[src/rtl/adc_pkg.sv]
// Shared ADC package: state encoding and default sizing used by the ADC
// control blocks.
package adc_pkg;

  localparam int ADC_DATA_W      = 8;
  localparam int ADC_STEP_CYCLES = 4;

  typedef enum logic [1:0] {
    IDLE = 2'd0,
    RAMP = 2'd1,
    DONE = 2'd2
  } ramp_state_t;

endpackage

[src/rtl/ramp_conversion_ctrl.sv]
// Single-slope ramp ADC controller: steps a DAC code upward until the
// comparator capture stage reports a crossing, then reports that code.
module ramp_conversion_ctrl
  import adc_pkg::*;
#(
  parameter int DATA_W      = ADC_DATA_W,
  parameter int STEP_CYCLES = ADC_STEP_CYCLES
) (
  input  logic              clk,
  input  logic              reset,
  input  logic              start,
  input  logic              capture_en,
  output logic [DATA_W-1:0] dac_code,
  output logic              dac_load,
  output logic              busy,
  output logic [DATA_W-1:0] result,
  output logic              result_valid,
  output logic              overrange
);

  localparam int                  TIMER_W   = $clog2(STEP_CYCLES + 1);
  localparam logic [TIMER_W-1:0]  LAST_TICK = TIMER_W'(STEP_CYCLES - 1);
  localparam logic [DATA_W-1:0]   CODE_MAX  = '1;

  ramp_state_t        state;
  logic [TIMER_W-1:0] step_timer;
  logic               ramp_end;
  logic               step_last;

  assign step_last = (step_timer == LAST_TICK);

  // ramp_end marks the one cycle after the top code has been held in full;
  // that cycle produces the overrange result instead of wrapping the code.
  always_ff @(posedge clk or posedge reset) begin
    if (reset) begin
      state        <= IDLE;
      dac_code     <= '0;
      dac_load     <= 1'b0;
      busy         <= 1'b0;
      result       <= '0;
      result_valid <= 1'b0;
      overrange    <= 1'b0;
      step_timer   <= '0;
      ramp_end     <= 1'b0;
    end else begin
      dac_load     <= 1'b0;
      result_valid <= 1'b0;
      case (state)
        IDLE: begin
          if (start) begin
            state      <= RAMP;
            dac_code   <= '0;
            dac_load   <= 1'b1;
            busy       <= 1'b1;
            step_timer <= '0;
            ramp_end   <= 1'b0;
          end
        end
        RAMP: begin
          if (capture_en || ramp_end) begin
            // A capture beats both the step increment and the overrange exit.
            result       <= capture_en ? dac_code : CODE_MAX;
            overrange    <= ~capture_en;
            result_valid <= 1'b1;
            busy         <= 1'b0;
            dac_code     <= '0;
            step_timer   <= '0;
            ramp_end     <= 1'b0;
            state        <= DONE;
          end else if (step_last) begin
            step_timer <= '0;
            if (dac_code == CODE_MAX) begin
              ramp_end <= 1'b1;
            end else begin
              dac_code <= dac_code + DATA_W'(1);
              dac_load <= 1'b1;
            end
          end else begin
            step_timer <= step_timer + TIMER_W'(1);
          end
        end
        DONE: begin
          state <= IDLE;
        end
        default: begin
          state <= IDLE;
        end
      endcase
    end
  end

endmodule

[config.mk]
export PLATFORM = sky130hd
export DESIGN_NAME = ramp_conversion_ctrl
export DESIGN_NICKNAME = d
export VERILOG_FILES = /design/src/rtl/adc_pkg.sv /design/src/rtl/ramp_conversion_ctrl.sv
export SDC_FILE = /design/constraint.sdc
export NUM_CORES = 1
export LEC_CHECK = 0
export BUFFER_PORTS_ARGS = -buffer_cell sky130_fd_sc_hd__buf_4
export CAP_MARGIN = 20
export CORE_MARGIN = 5
export CORE_UTILIZATION = 55
export CTS_BUF_LIST = sky130_fd_sc_hd__clkbuf_8
export DETAILED_ROUTE_END_ITERATION = 8
export PLACE_DENSITY = 0.8
export SETUP_SLACK_MARGIN = 0.4
export SYNTH_ARGS = -nofsm -noshare
export SYNTH_HDL_FRONTEND = slang
export SYNTH_SLANG_ARGS = --single-unit
[constraint.sdc]
create_clock -name clk -period 2.1 [get_ports clk]
set_input_delay 0.105 -clock clk [delete_from_list [all_inputs] [get_ports clk]]
set_output_delay 0.105 -clock clk [all_outputs]
set_load 0.02 [all_outputs]
==> impl_summary.log <==
INFO  metric outcome = finished clean
INFO  metric cts_tree = built
INFO  metric first_global_vias = 907
INFO  metric fmax = 597 MHz
INFO  metric port-buffer-count = 23
INFO  metric worstReg2RegStart = ramp_end
INFO  metric die_width = around 56 µm
INFO  metric worst_r2r_endpoint = dac_code[2]
INFO  metric final_worst_path_cycle_share = between 70 and 80%
INFO  metric area_of_the_die = 0.00311 mm²
INFO  metric syn_area_per_cell = 11.2 µm²
INFO  metric postSynthCellCount = ~100
INFO  metric hold_crit_path_type = input pin to flip-flop
INFO  metric groute.usage.overall = approximately 17%
INFO  metric wire_length_of_the_first_global_routing_pass = 4330 µm
INFO  metric synth_enable_flop_cells = 0
INFO  metric totalPowerFinal = 1600 µW
INFO  metric initial_antenna_violation_count = 0
INFO  metric cts.clk_slew.worst_paths = roughly 0.080 ns
INFO  metric cts_htree_levels = 1
INFO  metric layout_common_cells = 28 x buf_4, 24 x dfrtp_1, 10 x nand2_1
INFO  metric replace_congestion = between 0.7 and 0.8
INFO  metric clock-root-buffer = clkbuf_8
INFO  metric place.detailed.hpwl = ~1800 µm
INFO  metric synth_compound_gate_area_share = approximately 22%
INFO  metric global_route.overflow_total = 0
INFO  metric muxShareOfSynthArea = less than 1%
INFO  metric remaining_drc_errors = 0
INFO  metric die_height = between 50 and 60 µm
INFO  metric via_count = 1025
INFO  metric reg2reg_depth = 3
INFO  metric synth_adder_area_share = 2.17%
INFO  metric cts_sinks = 26
INFO  metric worstPathArrival = approximately 1.9 ns
INFO  metric ff_latch_area = around 650 µm²
INFO  metric timing.final.max_slew_violations = 0
INFO  metric clock_skew = 0.00285 ns
INFO  metric dominant_combinational_cell_family_by_area_after_synthesis = compound AO/OA/AOI/OAI gates
INFO  metric post-synth-top-area-cell = dfrtp_1
INFO  metric yosys.area_share.simple = roughly 16%
INFO  metric start_util = between 50% and 60%
INFO  metric cp-start-kind = flip-flop
INFO  metric layout-area-overhead-vs-synth = 28.7%
INFO  metric timing.max_slew.rel_slack = between 70% and 80%
INFO  metric yosysWarningCount = 0
INFO  metric leakage = between 0.0006 and 0.0007 µW
INFO  metric worstPathBufferInverterCount = 0
INFO  metric critPathKind = flip-flop to flip-flop
INFO  metric synth.net_count = 109
INFO  metric vias_per_cell = about 6.3
INFO  metric cp_endpoint_kind = flip-flop
INFO  metric worst-path-stages = 3
INFO  metric tightestPinTransition = 0.416 ns
INFO  metric r2r_setup_slack = around 0.43 ns
INFO  metric worst_skew_pair_later_pin_latency = 0.27 ns
INFO  metric footprint_of_the_multi_input_gates = 508 µm²
INFO  metric max_cap_viol_count = 0
INFO  metric count_of_final_hold_check_violations = 0
INFO  metric critPathMaxFanout = 6
INFO  metric final_wl = 2790 µm
INFO  metric post_route_setup_tns = 0 ns
INFO  metric holdCritStartpoint = start
INFO  metric postSynth.topFlopCell = dfrtp_1
INFO  metric finish.net_count = approximately 140
INFO  metric filler_cell_count = roughly 140
INFO  metric netlist.area_leader.share = between 50% and 60%
INFO  metric synthTopCellsByArea = dfrtp_1 57%, o22a_1 6.1%, nand2_1 3.3%, nor2_1 2.6%, a21oi_1 2.2%
INFO  metric worst_ep_required_time = about 2.3 ns
INFO  metric share_of_flip_flops_with_an_asynchronous_set_or_reset_after_synthesis = 100%
INFO  metric ios = 24
INFO  metric hold-path-endpoint = busy
INFO  metric critPathSlowestCell = or4b_2
INFO  metric clock_path_buffers = 2
INFO  metric final_count_of_negative_setup_slack_endpoints = 0
INFO  metric grt_start_max_net_pins = 27
INFO  metric std_cell_rows = 16
INFO  metric power_density = 1080 mW/mm²
INFO  metric drt_iter0_markers = 70
INFO  metric ant_nets_after_route = 0
INFO  metric placed_area = about 0.0014 mm²
INFO  metric final_period_minus_worst_setup_slack = 1.67 ns
INFO  metric synth_area = approximately 0.0012 mm²
INFO  metric drt_pre_antenna_iters = 4
INFO  metric irDropWorstVdd = approximately 0.75 mV
INFO  metric placeableCoreArea = ~0.0020 mm²
INFO  metric critical_path.top_delay_family = simple AND/OR/NAND/NOR gates
INFO  metric antennaDiodeCount = 0
INFO  metric cts_made_buffers = 3
INFO  metric holdPathStages = 3
INFO  metric netlist-cell-type-count = 34
INFO  metric synth_xor_area_share = 0%
INFO  metric critical_path.cell_chain = or4b_2 > a21o_1 > a31oi_1
INFO  metric rsz0062_at_grt = false
INFO  metric post_drt_wl_per_cell = ~17 µm
INFO  metric layout_commonest_cell = buf_4
INFO  metric max_stage_delay = approximately 0.80 ns
INFO  metric ys_seq_area_share = a little under three fifths
INFO  metric synth_seq_cells = 26
INFO  metric stdcell_area = approximately 0.0015 mm²
INFO  metric drive_above_1_share = a little under a third
-- layer usage --
layer	wire length, µm	vias to the layer above	global-route usage [%]
met5	0	-	0
met4	85	0	7.99
met3	245	14	3.25
met2	1320	60	26.9
met1	1140	495	23.4
li1	-	456	-
-- cells by family after synthesis --
family / Yosys count
AOI/OAI and AO/OA: 34
adders and majority gates: 2
buffers and inverters: 5
DFF: 26
muxes: 1
and+or+nand+nor: 35
-- where the power goes --
group	switching, µW	internal [µW]	total, µW
Combinational	315	267	582
Clock	148	167	315
Sequential	75.3	627	702
Total	538	1060	1600
-- final cells by class --
type | count | area share [%]
Timing Repair Buffer | 29 | 14.9
Tap cell | 27 | 2.28
Sequential cell | 26 | 44.1
Multi-Input combinational cell | 73 | 34.3
Inverter | 3 | 0.760
Clock buffer | 4 | 3.72
-- worst max path at each step --
stage	slack, ns	endpoint	start
global route	0.39	dac_code[0]	dac_code[0]
CTS	0.40	dac_code[0]	dac_code[0]
global placement	0.43	dac_code[0]	dac_code[0]
detailed placement	0.33	dac_code[0]	dac_code[0]
floorplan	0.41	dac_code[0]	dac_code[0]
finish	0.43	dac_code[2]	ramp_end
-- through the flow --
step | worst slack, ns | instances | hold WS (ns) | utilization [%]
after CTS | 0.404 | 159 | 0.109 | 72.9
after global routing | 0.389 | 162 | 0.113 | 74.7
after global placement | 0.432 | 154 | 0.175 | 69.1
after floorplan | 0.412 | 103 | 0.145 | -
final | 0.426 | 162 | 0.103 | 74.7
after detailed placement | 0.327 | 154 | 0.179 | 69.1
-- state kept, by name (all words and copies together), names as in the netlist --
register	flops
overrange	1
step_timer	3
busy	1
result_valid	1
dac_load	1
ramp_end	1
result	8
state	2
dac_code	8
-- timing repair --
action                                  CTS  global route
buffers inserted                          0             2
cloned                                    0             1
hold endpoints to repair                 26             0
pin swaps                                 1             2
endpoints found under the setup margin    3             5
resized for setup                         2             6
hold buffers                              1             0
-- tightest hold or removal path: cells and delay by family --
kind,cells,cell delay [ns]
buf+inv,1,0.08
simple gates,2,0.15
-- cells in the mapped netlist (2+ instances only) --
| cell type | instances |
|---|---|
| nand3_1 | 2 |
| o21ai_0 | 5 |
| o211ai_1 | 3 |
| nor2_1 | 8 |
| a31oi_1 | 2 |
| and3_1 | 2 |
| a21oi_1 | 5 |
| nand2b_1 | 2 |
| inv_1 | 3 |
| o22a_1 | 8 |
| a21o_1 | 2 |
| nand2_1 | 10 |
| ha_1 | 2 |
| o21a_1 | 2 |
| a41oi_1 | 2 |
| dfrtp_1 | 26 |
| nand4_1 | 2 |
Note: power is estimated with default switching activity, not from simulation.
